===== config.mk =====
export PLATFORM = sky130hd
export DESIGN_NAME = seq_pattern_detector_flat
export DESIGN_NICKNAME = d
export VERILOG_FILES = /design/src/rtl/seq_pattern_detector_pkg.sv /design/src/rtl/seq_pattern_detector_if.sv /design/src/rtl/seq_pattern_detector_sipo_shift.sv /design/src/rtl/seq_pattern_detector.sv /design/src/flat_wrapper.sv
export SDC_FILE = /design/constraint.sdc
export NUM_CORES = 1
export LEC_CHECK = 0
export CELL_PAD_IN_SITES_DETAIL_PLACEMENT = 0
export CELL_PAD_IN_SITES_GLOBAL_PLACEMENT = 1
export CORE_MARGIN = 5
export CORE_UTILIZATION = 35
export CTS_BUF_LIST = sky130_fd_sc_hd__clkbuf_4
export DETAILED_ROUTE_END_ITERATION = 16
export PLACE_DENSITY = 0.75
export SLEW_MARGIN = 20
export SYNTH_ARGS = -nofsm -noshare
export SYNTH_HDL_FRONTEND = slang
export SYNTH_SLANG_ARGS = --single-unit
export TNS_END_PERCENT = 100

===== constraint.sdc =====
create_clock -name clk -period 2.3 [get_ports clk]
set_input_delay 0.345 -clock clk [delete_from_list [all_inputs] [get_ports clk]]
set_output_delay 0.345 -clock clk [all_outputs]
set_load 0.1 [all_outputs]

===== src/rtl/seq_pattern_detector_pkg.sv =====
// Shared constants for the serial pattern detector: FSM encoding and the default
// pattern, also used by the bench's reference model.
package seq_det_pkg;

  localparam int unsigned         DEF_PAT_LEN = 4;
  localparam logic [DEF_PAT_LEN-1:0] DEF_PATTERN = 4'b1011;

  localparam logic [0:0] ST_FILL  = 1'b0;
  localparam logic [0:0] ST_ARMED = 1'b1;

  // Width of a counter that must reach n inclusive.
  function automatic int unsigned fill_w(input int unsigned n);
    return $clog2(n + 1);
  endfunction

endpackage


===== src/rtl/seq_pattern_detector_if.sv =====
// Bus between the serial front-end (master) and the pattern detector (slave).
// The par_out/par_valid pair exists only when SEQ_DET_PAR_OUT_EN is defined.
interface seq_pattern_detector_if
  import seq_det_pkg::*;
#(
  parameter int unsigned CNT_W = 8
`ifdef SEQ_DET_PAR_OUT_EN
  , parameter int unsigned PAT_LEN = DEF_PAT_LEN
`endif
) ();

  logic             clr;
  logic             bit_valid;
  logic             bit_in;
  logic             match;
  logic [CNT_W-1:0] match_cnt;
`ifdef SEQ_DET_PAR_OUT_EN
  logic [PAT_LEN-1:0] par_out;
  logic               par_valid;

  modport master (output clr, bit_valid, bit_in,
                  input  match, match_cnt, par_out, par_valid);
  modport slave  (input  clr, bit_valid, bit_in,
                  output match, match_cnt, par_out, par_valid);
`else
  modport master (output clr, bit_valid, bit_in,
                  input  match, match_cnt);
  modport slave  (input  clr, bit_valid, bit_in,
                  output match, match_cnt);
`endif

endinterface


===== src/rtl/seq_pattern_detector_sipo_shift.sv =====
// Serial-in shift register with enable and synchronous clear; exposes the value it
// will load so callers can compare against the post-shift word in the same cycle.
module sipo_shift #(
  parameter int unsigned W = 4
) (
  input  logic         clk,
  input  logic         rst_n,
  input  logic         clr_i,
  input  logic         en_i,
  input  logic         bit_i,
  output logic [W-1:0] nxt_o
);

  logic [W-1:0] sr_q;

  assign nxt_o = {sr_q[W-2:0], bit_i};

  always_ff @(posedge clk or negedge rst_n) begin
    if (!rst_n) begin
      sr_q <= '0;
    end else if (clr_i) begin
      sr_q <= '0;
    end else if (en_i) begin
      sr_q <= nxt_o;
    end
  end

endmodule


===== src/rtl/seq_pattern_detector.sv =====
// Parametrised serial bit-pattern detector with saturating match counter.
// Define SEQ_DET_PAR_OUT_EN to add the par_out/par_valid deserialiser output.
module seq_pattern_detector
  import seq_det_pkg::*;
#(
  parameter int unsigned        PAT_LEN = DEF_PAT_LEN,
  parameter logic [PAT_LEN-1:0] PATTERN = PAT_LEN'(DEF_PATTERN),
  parameter bit                 OVERLAP = 1'b1,
  parameter int unsigned        CNT_W   = 8
) (
  input logic                   clk,
  input logic                   rst_n,
  seq_pattern_detector_if.slave bus
);

  localparam int unsigned      FW       = fill_w(PAT_LEN);
  localparam logic [FW-1:0]    FILL_MAX = FW'(PAT_LEN);
  localparam logic [FW-1:0]    FILL_ARM = FW'(PAT_LEN - 1);
  localparam logic [CNT_W-1:0] CNT_MAX  = '1;

  logic               accept;
  logic               hit;
  logic [PAT_LEN-1:0] hist_nxt;
  logic [FW-1:0]      fill_q, fill_d;
  logic [0:0]         state_q, state_d;
  logic [CNT_W-1:0]   cnt_q, cnt_d;
  logic               match_q;

  // clr wins over a simultaneous valid bit, which is then dropped.
  assign accept = bus.bit_valid & ~bus.clr;

  sipo_shift #(.W(PAT_LEN)) u_hist (
    .clk   (clk),
    .rst_n (rst_n),
    .clr_i (bus.clr),
    .en_i  (accept),
    .bit_i (bus.bit_in),
    .nxt_o (hist_nxt)
  );

  // The completing bit may arrive while still one short of a full window.
  assign hit = accept && ((state_q == ST_ARMED) || (fill_q == FILL_ARM))
               && (hist_nxt == PATTERN);

  always_comb begin
    fill_d = fill_q;
    if (bus.clr) begin
      fill_d = '0;
    end else if (accept) begin
      if (hit && !OVERLAP) begin
        fill_d = '0;
      end else if (fill_q != FILL_MAX) begin
        fill_d = fill_q + FW'(1);
      end
    end
    state_d = (fill_d == FILL_MAX) ? ST_ARMED : ST_FILL;

    cnt_d = cnt_q;
    if (bus.clr) begin
      cnt_d = '0;
    end else if (hit && (cnt_q != CNT_MAX)) begin
      cnt_d = cnt_q + CNT_W'(1);
    end
  end

  always_ff @(posedge clk or negedge rst_n) begin
    if (!rst_n) begin
      fill_q  <= '0;
      state_q <= ST_FILL;
      cnt_q   <= '0;
      match_q <= 1'b0;
    end else begin
      fill_q  <= fill_d;
      state_q <= state_d;
      cnt_q   <= cnt_d;
      match_q <= hit;
    end
  end

  assign bus.match     = match_q;
  assign bus.match_cnt = cnt_q;

`ifdef SEQ_DET_PAR_OUT_EN
  localparam int unsigned   PW       = (PAT_LEN > 1) ? $clog2(PAT_LEN) : 1;
  localparam logic [PW-1:0] PAR_LAST = PW'(PAT_LEN - 1);

  logic [PW-1:0]      par_cnt_q;
  logic [PAT_LEN-1:0] par_out_q;
  logic               par_valid_q;

  // Grouping counts every accepted bit, regardless of matches or OVERLAP.
  always_ff @(posedge clk or negedge rst_n) begin
    if (!rst_n) begin
      par_cnt_q   <= '0;
      par_out_q   <= '0;
      par_valid_q <= 1'b0;
    end else if (bus.clr) begin
      par_cnt_q   <= '0;
      par_valid_q <= 1'b0;
    end else if (accept) begin
      par_valid_q <= (par_cnt_q == PAR_LAST);
      if (par_cnt_q == PAR_LAST) begin
        par_cnt_q <= '0;
        par_out_q <= hist_nxt;
      end else begin
        par_cnt_q <= par_cnt_q + PW'(1);
      end
    end else begin
      par_valid_q <= 1'b0;
    end
  end

  assign bus.par_out   = par_out_q;
  assign bus.par_valid = par_valid_q;
`endif

endmodule


===== src/flat_wrapper.sv =====
// flat-port wrapper written by rule: the top's interface ports become plain ports
module seq_pattern_detector_flat import seq_det_pkg::*;
#(
  parameter int unsigned        PAT_LEN = DEF_PAT_LEN,
  parameter logic [PAT_LEN-1:0] PATTERN = PAT_LEN'(DEF_PATTERN),
  parameter bit                 OVERLAP = 1'b1,
  parameter int unsigned        CNT_W   = 8
)
  (clk, rst_n, bus_clr, bus_bit_valid, bus_bit_in, bus_match, bus_match_cnt);
  seq_pattern_detector_if #(.CNT_W(CNT_W)) bus_i ();
  input logic clk;
  input logic rst_n;
  input wire logic [$bits(bus_i.clr)-1:0] bus_clr;
  input wire logic [$bits(bus_i.bit_valid)-1:0] bus_bit_valid;
  input wire logic [$bits(bus_i.bit_in)-1:0] bus_bit_in;
  output wire logic [$bits(bus_i.match)-1:0] bus_match;
  output wire logic [$bits(bus_i.match_cnt)-1:0] bus_match_cnt;
  assign bus_i.clr = bus_clr;
  assign bus_i.bit_valid = bus_bit_valid;
  assign bus_i.bit_in = bus_bit_in;
  assign bus_match = bus_i.match;
  assign bus_match_cnt = bus_i.match_cnt;
  seq_pattern_detector #(.PAT_LEN(PAT_LEN), .PATTERN(PATTERN), .OVERLAP(OVERLAP), .CNT_W(CNT_W)) u_core (.clk(clk), .rst_n(rst_n), .bus(bus_i));
endmodule

# Word level (Yosys, flattened, before mapping)

Index checks and enable logic that the tools add are counted.

Word-level logic and storage cells: 28
Register bits after elaboration: 16
Output and inout bits: 9

Reduce and logical (&&, ||, !) cells: 6
Multiplexer cells: 8
$add $sub $neg: 2
Bitwise operators: 2
Equal/unequal tests: 5

Operators by type and width:

| cell                                                                  | count |
|---|---|
| 8-bit 2-to-1 mux                                                      | 2 |
| 3-bit 2-to-1 mux                                                      | 5 |
| 8-bit by 1-bit adder with 8-bit output, second input constant         | 1 |
| 8-bit != test, second input constant                                  | 1 |
| 4-bit equality test, second input constant                            | 1 |
| 2-bit nonzero test                                                    | 2 |
| 3-bit by 1-bit adder with 3-bit output, second input constant         | 1 |
| 3-bit by 2-bit equality test with 1-bit output, second input constant | 1 |
| 3-bit equality test, second input constant                            | 1 |
| 1-bit logical AND                                                     | 3 |
| 3-bit != test, second input constant                                  | 1 |
| 1-bit AND                                                             | 1 |
| 1-bit logical OR                                                      | 1 |
| 1-bit 2-to-1 mux                                                      | 1 |
| 1-bit NOT                                                             | 1 |

# Depth between registers and ports, before layout

Gate-level depths: netlist of run 1.

Depth after elaboration: 7
Depth in mapped cells: 6

# Cells and area by module

A second synthesis of run 1 with hierarchy kept.

Cell total of the unflattened synthesis: 86
Area, all modules: 852.1 µm²

By module, submodules not included:

| module               | cells an instance | area an instance (µm²) | times used |
|---|---|---|---|
| seq_pattern_detector | 76                | 728.2                  | 1 |
| sipo_shift           | 10                | 123.9                  | 1 |

# Least setup slack after synthesis of run 1

OpenSTA, ideal clock, no wires.

Kind: reg-to-reg
Start point: register u_core.cnt_q[1], in the netlist u_core.bus.match_cnt[1]
End point: register u_core.cnt_q[6], in the netlist u_core.bus.match_cnt[6]
Buffers on the path: 0
Stages on the path, launching flop included: 6
Required time: 2176 ps
Period minus slack after synthesis: 2231 ps
Slack: 69 ps
Library setup time: 124 ps
Data arrival time: 2107 ps
Cells stage by stage: dfrtp_1 > ha_1 > nand3_1 > or2_0 > and3_1 > a211o_1

Cells in the longest elaborated chain, start to end: 3
Elaborated cells between the ends (all ways): 6

RTL lines:

| item                                                                    | line                                                   | text |
|---|---|---|
| from (decl)                                                             | seq_pattern_detector.sv:26                             | `logic [CNT_W-1:0] cnt_q, cnt_d;` |
| from (signal assigned)                                                  | seq_pattern_detector.sv:75                             | `cnt_q <= cnt_d;` |
| 8-bit by 1-bit adder with 8-bit output or 8-bit != test (tied branches) | seq_pattern_detector.sv:62, seq_pattern_detector.sv:61 |  |
| 8-bit 2-to-1 mux or 1-bit logical AND (tied branches)                   | seq_pattern_detector.sv:61                             | `end else if (hit && (cnt_q != CNT_MAX)) begin` |
| 8-bit 2-to-1 mux or 2-bit nonzero test (tied branches)                  | --                                                     |  |

Several ways; a longest one is shown, not always the timed one. The select of a mux whose other input is x is not followed.
A chain may end at the register's enable or synchronous reset.

# Final worst setup path of run 1

Start point: register u_core.fill_q[0]
End point: register u_core.cnt_q[4], in the netlist u_core.bus.match_cnt[4]

Cells in the longest elaborated chain, start to end: 6

RTL lines:

| item                                           | line                       | text |
|---|---|---|
| from (decl)                                    | seq_pattern_detector.sv:24 | `logic [FW-1:0] fill_q, fill_d;` |
| from (signal assigned)                         | seq_pattern_detector.sv:73 | `fill_q <= fill_d;` |
| 3-bit by 2-bit equality test with 1-bit output | seq_pattern_detector.sv:42 | `assign hit = accept && ((state_q == ST_ARMED) \|\| (fill_q == FILL_ARM))` |
| 1-bit logical OR                               | seq_pattern_detector.sv:42 |  |
| 1-bit logical AND                              | seq_pattern_detector.sv:42 |  |
| 1-bit logical AND                              | seq_pattern_detector.sv:43 | `&& (hist_nxt == PATTERN);` |
| net u_core.hit                                 | seq_pattern_detector.sv:22 | `logic hit;` |
| 1-bit logical AND                              | seq_pattern_detector.sv:61 |  |
| 2-bit nonzero test (no line)                   | --                         |  |

The timed path passes the listed nets, and every way through them passes these cells.

==> impl_metrics.env, run 1 <==
export IMPL_outcome="complete, no violations"
export IMPL_gp_congestion=0.8001
export IMPL_synth_edff_count=0
export IMPL_setup_violations=0
export IMPL_dp_cells=124
export IMPL_cts_repair_resized=0
export IMPL_max_slew_margin_pct=50.89
export IMPL_hold_buffers=0
export IMPL_netlist_top_cells_area="dfrtp_1 46%, ha_1 5.7%, a221o_1 3.4%, mux2i_1 3.4%, nor3_1 3.4%"
export IMPL_core_um2=2432
export IMPL_cp_start_kind="flop"
export IMPL_via_per_inst=5.063
export IMPL_yosysSeqAreaShare_pct=45.91
export IMPL_drtPass1Iterations=4
export IMPL_path_delay_family="compound AO/OA/AOI/OAI gates"
export IMPL_die_x_um=59.92
export IMPL_die_h_um=59.92
export IMPL_cts_made_buffers=3
export IMPL_synth_area_um2=872.1
export IMPL_grt_max_degree=17
export IMPL_drc_errors=0
export IMPL_vias=648
export IMPL_start_util_pct=35.85
export IMPL_avgSynthCellArea_um2=10.77
export IMPL_cp_max_fo=9
export IMPL_period_share_pct=78.94
export IMPL_area_growth_pct=19.94
export IMPL_rsz0062_at_grt="no"
export IMPL_ant_nets=0
export IMPL_gr_total_overflow=0
export IMPL_cts_sinks=16
export IMPL_final_setup_tns_ns=0
export IMPL_synthTopCellsByCount="16 x dfrtp_1, 7 x nor2_1, 6 x nor3_1"
export IMPL_fin_util_pct=43.00
export IMPL_dieArea_um2=3590
export IMPL_max_stage_delay_ns=0.39
export IMPL_max_slew_worst_pin_slew_ns=0.7343
export IMPL_p_leak_nw=0.5066
export IMPL_hp_class="primary input to async pin"
export IMPL_worst_slack_ns=0.4844
export IMPL_fin_nets=108
export IMPL_crit_type="flop to flop"
export IMPL_skew_ns=0.008536
export IMPL_synth_top_area_share_pct=45.91
export IMPL_synth_cell_types=34
export IMPL_syn_nets=90
export IMPL_drv_cap=0
export IMPL_path_buf_inv=1
export IMPL_post_cts_buffers=0
export IMPL_powerDensity_nw_per_um2=472.5
export IMPL_hold_viol=0
export IMPL_r2r_start="u_core.fill_q[0]$_DFF_PN0_"
export IMPL_ys_ff_latch=16
export IMPL_clock_fmax_mhz=550.8
export IMPL_antenna_cells=0
export IMPL_clkTransAtPathRegs_ns=0.10
export IMPL_slew_viol_final=0
export IMPL_htree_levels=1
export IMPL_grt_pass1_vias=694
export IMPL_hpwlAfterDp_mm=1.303
export IMPL_antenna_found_initial=0
export IMPL_drt_total_wl_mm=1.719
export IMPL_io_buffer_count=13
export IMPL_crit_slowest_cell="dfrtp_1"
export IMPL_crit_path_start="u_core.fill_q[0]$_DFF_PN0_"
export IMPL_cts_buffer_depth=2
export IMPL_crit_chain="ha_1 > ha_1 > o211ai_4 > inv_2 > and3_1 > a211o_1"
export IMPL_cts_tree="built"
export IMPL_end_kind="flop"
export IMPL_num_rows=18
export IMPL_whs_ns=0.4870
export IMPL_syn_inst=81
export IMPL_arrival_ns=1.99
export IMPL_ios=14
export IMPL_yosysWarningCount=0
export IMPL_drive_gt1_share_pct=24.49
export IMPL_clk_latency_ns=0.29
export IMPL_yosys_area_top_type="dfrtp_1"
export IMPL_path_depth=6
export IMPL_cpMostUsedCell="ha_1"
export IMPL_post_route_min_period_ns=1.816
export IMPL_async_flop_share_pct=100.0
export IMPL_r2r_cells=6
export IMPL_drt_initial_drc_count=19
export IMPL_layoutNonFillerInstCount=128
export IMPL_grt_pass1_wl_mm=3.174
export IMPL_r2r_end="u_core.bus.match_cnt[4]$_DFFE_PN0P_"
export IMPL_place_ws_ns=0.3903
export IMPL_routedWlPerCell_um=13.43
export IMPL_rrSetupSlack_ns=0.48
export IMPL_irDropWorstVdd_v=0.0002448
export IMPL_crit_path_end="u_core.bus.match_cnt[4]$_DFFE_PN0P_"
export IMPL_required_ns=2.47
export IMPL_cts_root_buf="clkbuf_4"
export IMPL_grt_total_usage_pct=11.79
export IMPL_synth_main_ff_cell="dfrtp_1"
export IMPL_yosysMostFrequentCell="dfrtp_1"
routing by layer:
| layer | GRT usage (%) | up-vias | share of wire (%) |
|---|---|---|---|
| met5 | 0 | - | 0 |
| met2 | 17.90 | 10 | 45 |
| met3 | 2.592 | 2 | 3.0 |
| li1 | - | 323 | - |
| met1 | 16.53 | 313 | 50 |
| met4 | 3.797 | 0 | 1.1 |
worst min-delay path by stage:
stage,startpoint,end,slack [ns]
after global placement,u_core.u_hist.sr_q[2]$_DFFE_PN0P_,u_core.u_hist.sr_q[2]$_DFFE_PN0P_,0.51
after floorplan,rst_n,u_core.bus.match$_DFF_PN0_,0.05
after CTS,rst_n,u_core.bus.match_cnt[3]$_DFFE_PN0P_,0.52
after detailed placement,u_core.u_hist.sr_q[2]$_DFFE_PN0P_,u_core.u_hist.sr_q[2]$_DFFE_PN0P_,0.53
final,rst_n,u_core.u_hist.sr_q[1]$_DFFE_PN0P_,0.49
after global routing,rst_n,u_core.bus.match_cnt[0]$_DFFE_PN0P_,0.55
placed cells by master, fill, tap and decap left out, drive strengths merged, types with 2 or more instances in the layout:
cell	instances
nand3	3
mux2	2
nand2	5
nor2	7
a221o	3
inv	6
buf	11
ha	4
nor3b	2
nor3	6
clkbuf	3
o21ai	3
and3	2
nor2b	2
clkdlybuf4s50	4
and2	2
or2	2
a211o	3
mux2i	3
dfrtp	16
logic make-up (layout without fill, tap and decap cells):
group | Yosys count | count (layout) | share of synthesized area [%]
flip-flops | 16 | 16 | 45.91
multiplexers | 5 | 5 | 6.456
XOR/XNOR | 1 | 1 | 1.004
AND/OR/NAND/NOR | 35 | 35 | 23.39
AO/OA/AOI/OAI | 12 | 12 | 13.49
buffers and inverters | 8 | 25 | 4.017
adder cells (fa/ha/maj) | 4 | 4 | 5.739
state kept, by name, indices dropped and copies added (netlist names):
name and count:
u_core.fill_q 3, u_core.bus.match_cnt 8, u_core.bus.match 1, u_core.state_q 1, u_core.u_hist.sr_q 3
worst register-to-register path, cell delays in order (launching register included):
cell      delay [ns]
dfrtp_1         0.39
ha_1            0.21
ha_1            0.21
o211ai_4        0.32
inv_2           0.12
and3_1          0.19
a211o_1         0.26
metrics by stage:
stage                     total power [mW]  instance area [um^2]
final                               0.4942                  1046
after global routing                0.5185                  1046
after CTS                           0.4975                  1046
after detailed placement            0.3479                  1020
after global placement              0.3456                  1020
after floorplan                     0.3269                 872.1
area by class of cell:
type	instances	area, um^2
inverters	6	22.52
well taps	30	37.54
clock buffers	3	22.52
flip-flops and latches	16	400.4
repair buffers	15	122.6
clock inverters	1	3.754
multi-input cells	57	436.7
fillers	252	1386
where the power goes:
group / internal (mW) / total (mW) / switching (mW)
logic: 0.0235 / 0.0501 / 0.0266
clock network: 0.0629 / 0.153 / 0.0902
registers: 0.287 / 0.291 / 0.00358
No activity file was read; power rests on OpenSTA's default activity.
==> run 2: changes to the inputs <==
- PLACE_DENSITY: 0.75 -> 0.78
- clock period: 2.3 -> 1.5 ns (I/O delays scaled with it)
==> run 2 against run 1 <==
Net effect: the flow now finishes with violations (negative setup slack); clock power grew 50%; sequential cell count is the same; non-clock buffer count grew 16; cell count grew 13%; worst setup slack lost 0.58 ns; first-iteration DRC count shrank 63%; fmax grew 13%; global-route usage grew 1.0 points; register-to-register slack lost 0.58 ns; die area is the same; clock skew shrank 0.0036 ns; largest cell class unchanged; highest routed layer unchanged.
==> impl_metrics.env, run 2 (same netlist as run 1, synthesis figures left out) <==
export IMPL_outcome="finished with violations"
export IMPL_violations="negative setup slack"
export IMPL_routedWlPerCell_um=13.33
export IMPL_p_leak_nw=0.5989
export IMPL_powerDensity_nw_per_um2=554.6
export IMPL_end_kind="flop"
export IMPL_crit_type="flop to flop"
export IMPL_required_ns=1.72
export IMPL_die_x_um=59.92
export IMPL_period_share_pct=106.7
export IMPL_hpwlAfterDp_mm=1.490
export IMPL_via_per_inst=5.056
export IMPL_antenna_found_initial=0
export IMPL_drv_cap=0
export IMPL_cp_start_kind="flop"
export IMPL_grt_max_degree=17
export IMPL_largest_register_ffs=8
export IMPL_vias=728
export IMPL_seq_power_share_pct=57.2
export IMPL_switching_share_pct=24.23
export IMPL_gr_total_overflow=0
export IMPL_num_rows=18
export IMPL_cts_root_buf="clkbuf_4"
export IMPL_clkTransAtPathRegs_ns=0.09
export IMPL_area_growth_pct=61.55
export IMPL_drt_total_wl_mm=1.919
export IMPL_slew_viol_final=0
export IMPL_grt_pass1_wl_mm=3.450
export IMPL_irDropWorstVdd_v=0.0005068
export IMPL_max_slew_worst_pin_slew_ns=0.3750
export IMPL_hold_viol=0
export IMPL_antenna_cells=0
export IMPL_internal_power_mw=0.5920
export IMPL_skew_ns=0.004946
export IMPL_clk_latency_ns=0.28
export IMPL_rsz0062_at_grt="yes"
export IMPL_arrival_ns=1.82
export IMPL_drtPass1Iterations=4
export IMPL_fin_nets=124
export IMPL_p_sw_mw=0.1893
export IMPL_grt_total_usage_pct=12.81
export IMPL_cts_made_buffers=3
export IMPL_cts_buffer_depth=2
export IMPL_cp_max_fo=7
export IMPL_htree_levels=1
export IMPL_drc_errors=0
export IMPL_gp_congestion=0.7930
export IMPL_place_ws_ns=-0.2431
export IMPL_drive_gt1_share_pct=52.63
export IMPL_path_buf_inv=1
export IMPL_worst_slack_ns=-0.09982
export IMPL_hp_class="primary input to async pin"
export IMPL_layout_common_cells="15 x buf_4, 9 x buf_12, 8 x dfrtp_1"
export IMPL_post_route_min_period_ns=1.600
export IMPL_core_um2=2432
export IMPL_cts_tree="built"
export IMPL_setup_violations=8
export IMPL_final_setup_tns_ns=-0.6550
export IMPL_grt_pass1_vias=818
export IMPL_clkPwrFrac_pct=29.4
export IMPL_max_stage_delay_ns=0.39
export IMPL_p_comb_share_pct=13.4
export IMPL_cts_sinks=16
export IMPL_start_util_pct=35.85
export IMPL_dieArea_um2=3590
export IMPL_die_h_um=59.92
export IMPL_layout_commonest_cell="buf_4"
export IMPL_io_buffer_count=13
export IMPL_drt_initial_drc_count=7
export IMPL_ios=14
export IMPL_path_delay_family="compound AO/OA/AOI/OAI gates"
export IMPL_crit_chain="ha_2 > ha_4 > o211ai_4 > inv_2 > a21oi_4 > a221o_1"
export IMPL_ant_nets=0
export IMPL_crit_slowest_cell="dfrtp_1"
export IMPL_max_slew_margin_pct=74.91
export IMPL_clock_fmax_mhz=625.1
run 2: area by class of cell:
cell class,count,area [um^2]
Fill cell,221,1023
Multi-Input combinational cell,57,525.5
Sequential cell,16,427.9
Timing Repair Buffer,31,366.6
Tap cell,30,37.54
Inverter,6,25.02
Clock buffer,3,22.52
Clock inverter,1,3.754
run 2: timing repair:
action | in CTS | in global routing
hold buffers | 0 | 0
endpoints found under the setup margin | 7 | 9
resized for setup | 6 | 7
endpoints found under the hold margin | 0 | 0
pin swaps | 8 | 6
setup buffers | 1 | 2
run 2: per-stage QoR:
step	cell area [um^2]	instances	power, mW	utilization, %	hold WS (ns)
2_1_floorplan	952.2	81	0.5035	-	-0.07059
3_3_place_gp	1318	138	0.5353	54.17	0.5071
3_5_place_dp	1318	138	0.5414	54.17	0.5114
4_1_cts	1369	142	0.7752	56.28	0.2616
5_1_grt	1409	144	0.8359	57.92	0.2587
6_report	1409	144	0.7813	57.92	0.2537
run 2: worst paths after layout:
| check | cells past startpoint | endpoint | startpoint | slack [ns] |
|---|---|---|---|---|
| setup / recovery | 6 | u_core.bus.match_cnt[3]$_DFFE_PN0P_ | u_core.fill_q[0]$_DFF_PN0_ | -0.1 |
| hold / removal | 2 | u_core.u_hist.sr_q[0]$_DFFE_PN0P_ | rst_n | 0.25 |
| hold reg to reg | 2 | u_core.u_hist.sr_q[2]$_DFFE_PN0P_ | u_core.u_hist.sr_q[2]$_DFFE_PN0P_ | 0.54 |
| max in group asynchronous | 2 | u_core.bus.match_cnt[5]$_DFFE_PN0P_ | rst_n | 1.04 |
| min in group clk | 2 | u_core.u_hist.sr_q[2]$_DFFE_PN0P_ | u_core.u_hist.sr_q[2]$_DFFE_PN0P_ | 0.54 |
| setup reg to reg | 6 | u_core.bus.match_cnt[3]$_DFFE_PN0P_ | u_core.fill_q[0]$_DFF_PN0_ | -0.1 |
run 2: power by group through the flow:
stage / logic [mW] / registers [mW] / clock network, mW
2_1_floorplan: 0.0490 / 0.454 / 0
3_3_place_gp: 0.0800 / 0.455 / 0
3_5_place_dp: 0.0853 / 0.456 / 0
4_1_cts: 0.0913 / 0.447 / 0.237
5_1_grt: 0.118 / 0.448 / 0.270
6_report: 0.105 / 0.447 / 0.230
run 2: layer usage:
metal / vias up / global-route usage (%) / wire, um
li1: 354 / - / -
met1: 361 / 13.72 / 781
met2: 11 / 23.30 / 1030
met3: 2 / 4.536 / 85
met4: 0 / 3.797 / 21
met5: - / 0 / 0
==> run 3: changes to the inputs <==
--- a/constraint.sdc
+++ b/constraint.sdc
@@ -3,2 +3,2 @@
 set_output_delay 0.225 -clock clk [all_outputs]
-set_load 0.1 [all_outputs]
+set_load 0.02 [all_outputs]
==> run 3 against run 2 <==
Net effect: the flow still finishes with violations (negative setup slack); core utilization decreased by 6.4 points; non-clock buffer count increased by 1; via count shrank 1.5%; clock power is 15% higher; sequential power about the same; clock-buffer cell count increased by 1; final area shrank 11%; combinational power decreased by 24%; critical path type unchanged.
==> impl_metrics.env, run 3 (same netlist as run 1, synthesis figures left out) <==
export IMPL_grt_max_degree=17
export IMPL_layout_common_cells="19 x buf_4, 13 x dfrtp_1, 7 x dlygate4sd2_1"
export IMPL_drc_errors=0
export IMPL_drt_initial_drc_count=15
export IMPL_dieArea_um2=3590
export IMPL_irDropWorstVdd_v=0.0003588
export IMPL_antenna_found_initial=0
export IMPL_cp_max_fo=3
export IMPL_fin_nets=125
export IMPL_htree_levels=1
export IMPL_drv_cap=0
export IMPL_required_ns=1.69
export IMPL_skew_ns=0.01302
export IMPL_r2r_cells=6
export IMPL_cts_made_buffers=3
export IMPL_dp_cells=141
export IMPL_rsz0062_at_grt="yes"
export IMPL_slew_viol_final=0
export IMPL_hold_viol=0
export IMPL_arrival_ns=1.76
export IMPL_vias=717
export IMPL_cts_buffer_depth=2
export IMPL_area_growth_pct=43.62
export IMPL_grt_pass1_wl_mm=3.174
export IMPL_cts_root_buf="clkbuf_4"
export IMPL_crit_path_end="u_core.bus.match_cnt[3]$_DFFE_PN0P_"
export IMPL_num_rows=18
export IMPL_max_slew_worst_pin_slew_ns=0.2215
export IMPL_ios=14
export IMPL_total_power_mw=0.7921
export IMPL_via_per_inst=4.945
export IMPL_violations="negative setup slack"
export IMPL_start_util_pct=35.85
export IMPL_hpwlAfterDp_mm=1.441
export IMPL_ant_nets=0
export IMPL_clock_fmax_mhz=637.7
export IMPL_io_buffer_count=13
export IMPL_antenna_cells=0
export IMPL_cp_start_kind="flop"
export IMPL_routedWlPerCell_um=13.26
export IMPL_drive_gt1_share_pct=40.87
export IMPL_post_route_min_period_ns=1.568
export IMPL_die_h_um=59.92
export IMPL_nFillCells=229
export IMPL_max_slew_margin_pct=85.20
export IMPL_cts_sinks=16
export IMPL_crit_path_start="u_core.fill_q[1]$_DFF_PN0_"
export IMPL_powerDensity_nw_per_um2=632.4
export IMPL_hold_buffers=0
export IMPL_grt_total_usage_pct=11.80
export IMPL_rrSetupSlack_ns=-0.07
export IMPL_drt_total_wl_mm=1.922
export IMPL_outcome="finished with violations"
export IMPL_r2r_start="u_core.fill_q[1]$_DFF_PN0_"
export IMPL_setup_violations=7
export IMPL_core_um2=2432
export IMPL_regArea_um2=404.1
export IMPL_layoutNonFillerInstCount=145
export IMPL_post_cts_buffers=0
export IMPL_end_kind="flop"
export IMPL_worst_slack_ns=-0.06812
export IMPL_p_leak_nw=0.6075
export IMPL_grt_pass1_vias=736
export IMPL_period_share_pct=104.5
export IMPL_clkTransAtPathRegs_ns=0.11
export IMPL_cts_tree="built"
export IMPL_layout_commonest_cell="buf_4"
export IMPL_gp_congestion=0.7721
export IMPL_gr_total_overflow=0
export IMPL_r2r_end="u_core.bus.match_cnt[3]$_DFFE_PN0P_"
export IMPL_drtPass1Iterations=3
export IMPL_postLayoutCellArea_um2=1252
export IMPL_die_x_um=59.92
export IMPL_placed_cell_area_um2=1191
export IMPL_multi_input_area_um2=493.0
export IMPL_largest_register_ffs=8
export IMPL_crit_type="flop to flop"
export IMPL_hp_class="primary input to async pin"
export IMPL_clk_latency_ns=0.29
-- run 3: timing repair --
action,CTS,global route
hold endpoints to repair,0,0
resized for setup,9,10
endpoints found under the setup margin,15,9
pin swaps,0,2
-- run 3: report_power, final --
group          internal, mW  switching [mW]
registers             0.441         0.00612
logic                0.0387          0.0415
clock network         0.121           0.144
-- run 3: area by class of cell --
| type | count | area share [%] |
|---|---|---|
| timing repair buffer | 32 | 21.18 |
| clock buffer | 4 | 2.398 |
| tap | 30 | 2.997 |
| sequential | 16 | 32.27 |
| multi-input combinational | 57 | 39.36 |
| inverter | 6 | 1.798 |
-- run 3: routing by layer --
metal	wire (um)	vias to the layer above	share of wire (%)	GRT usage [%]
met5	0	-	0	0
met4	20	0	1.0	6.646
met3	69	2	3.6	1.944
met2	967	9	50	19.91
met1	864	346	45	14.04
li1	-	360	-	-
-- run 3: worst min-delay path by stage --
stage / endpoint / cells past startpoint
4_1_cts: u_core.bus.match_cnt[5]$_DFFE_PN0P_ / 2
6_report: u_core.bus.match_cnt[5]$_DFFE_PN0P_ / 2
2_1_floorplan: u_core.bus.match$_DFF_PN0_ / 0
3_3_place_gp: u_core.u_hist.sr_q[2]$_DFFE_PN0P_ / 2
3_5_place_dp: u_core.u_hist.sr_q[2]$_DFFE_PN0P_ / 2
5_1_grt: u_core.bus.match_cnt[7]$_DFFE_PN0P_ / 2
-- run 3: per-stage QoR --
step | hold WS [ns] | util [%] | TNS [ns] | setup WS, ns
2_1_floorplan | -0.07059 | - | -0.1985 | -0.06301
3_3_place_gp | 0.5127 | 48.97 | -1.267 | -0.1775
3_5_place_dp | 0.5222 | 48.97 | -1.382 | -0.1993
4_1_cts | 0.2385 | 49.74 | -0.3427 | -0.07437
5_1_grt | 0.2461 | 51.49 | -0.8634 | -0.1453
6_report | 0.2340 | 51.49 | -0.2546 | -0.06812
-- run 3: critical path: stages, from the launching register on --
cell      delay [ns]
dfrtp_1         0.39
ha_2            0.20
ha_4            0.16
o211ai_4        0.20
nor2_2          0.08
buf_4           0.15
a221o_1         0.30
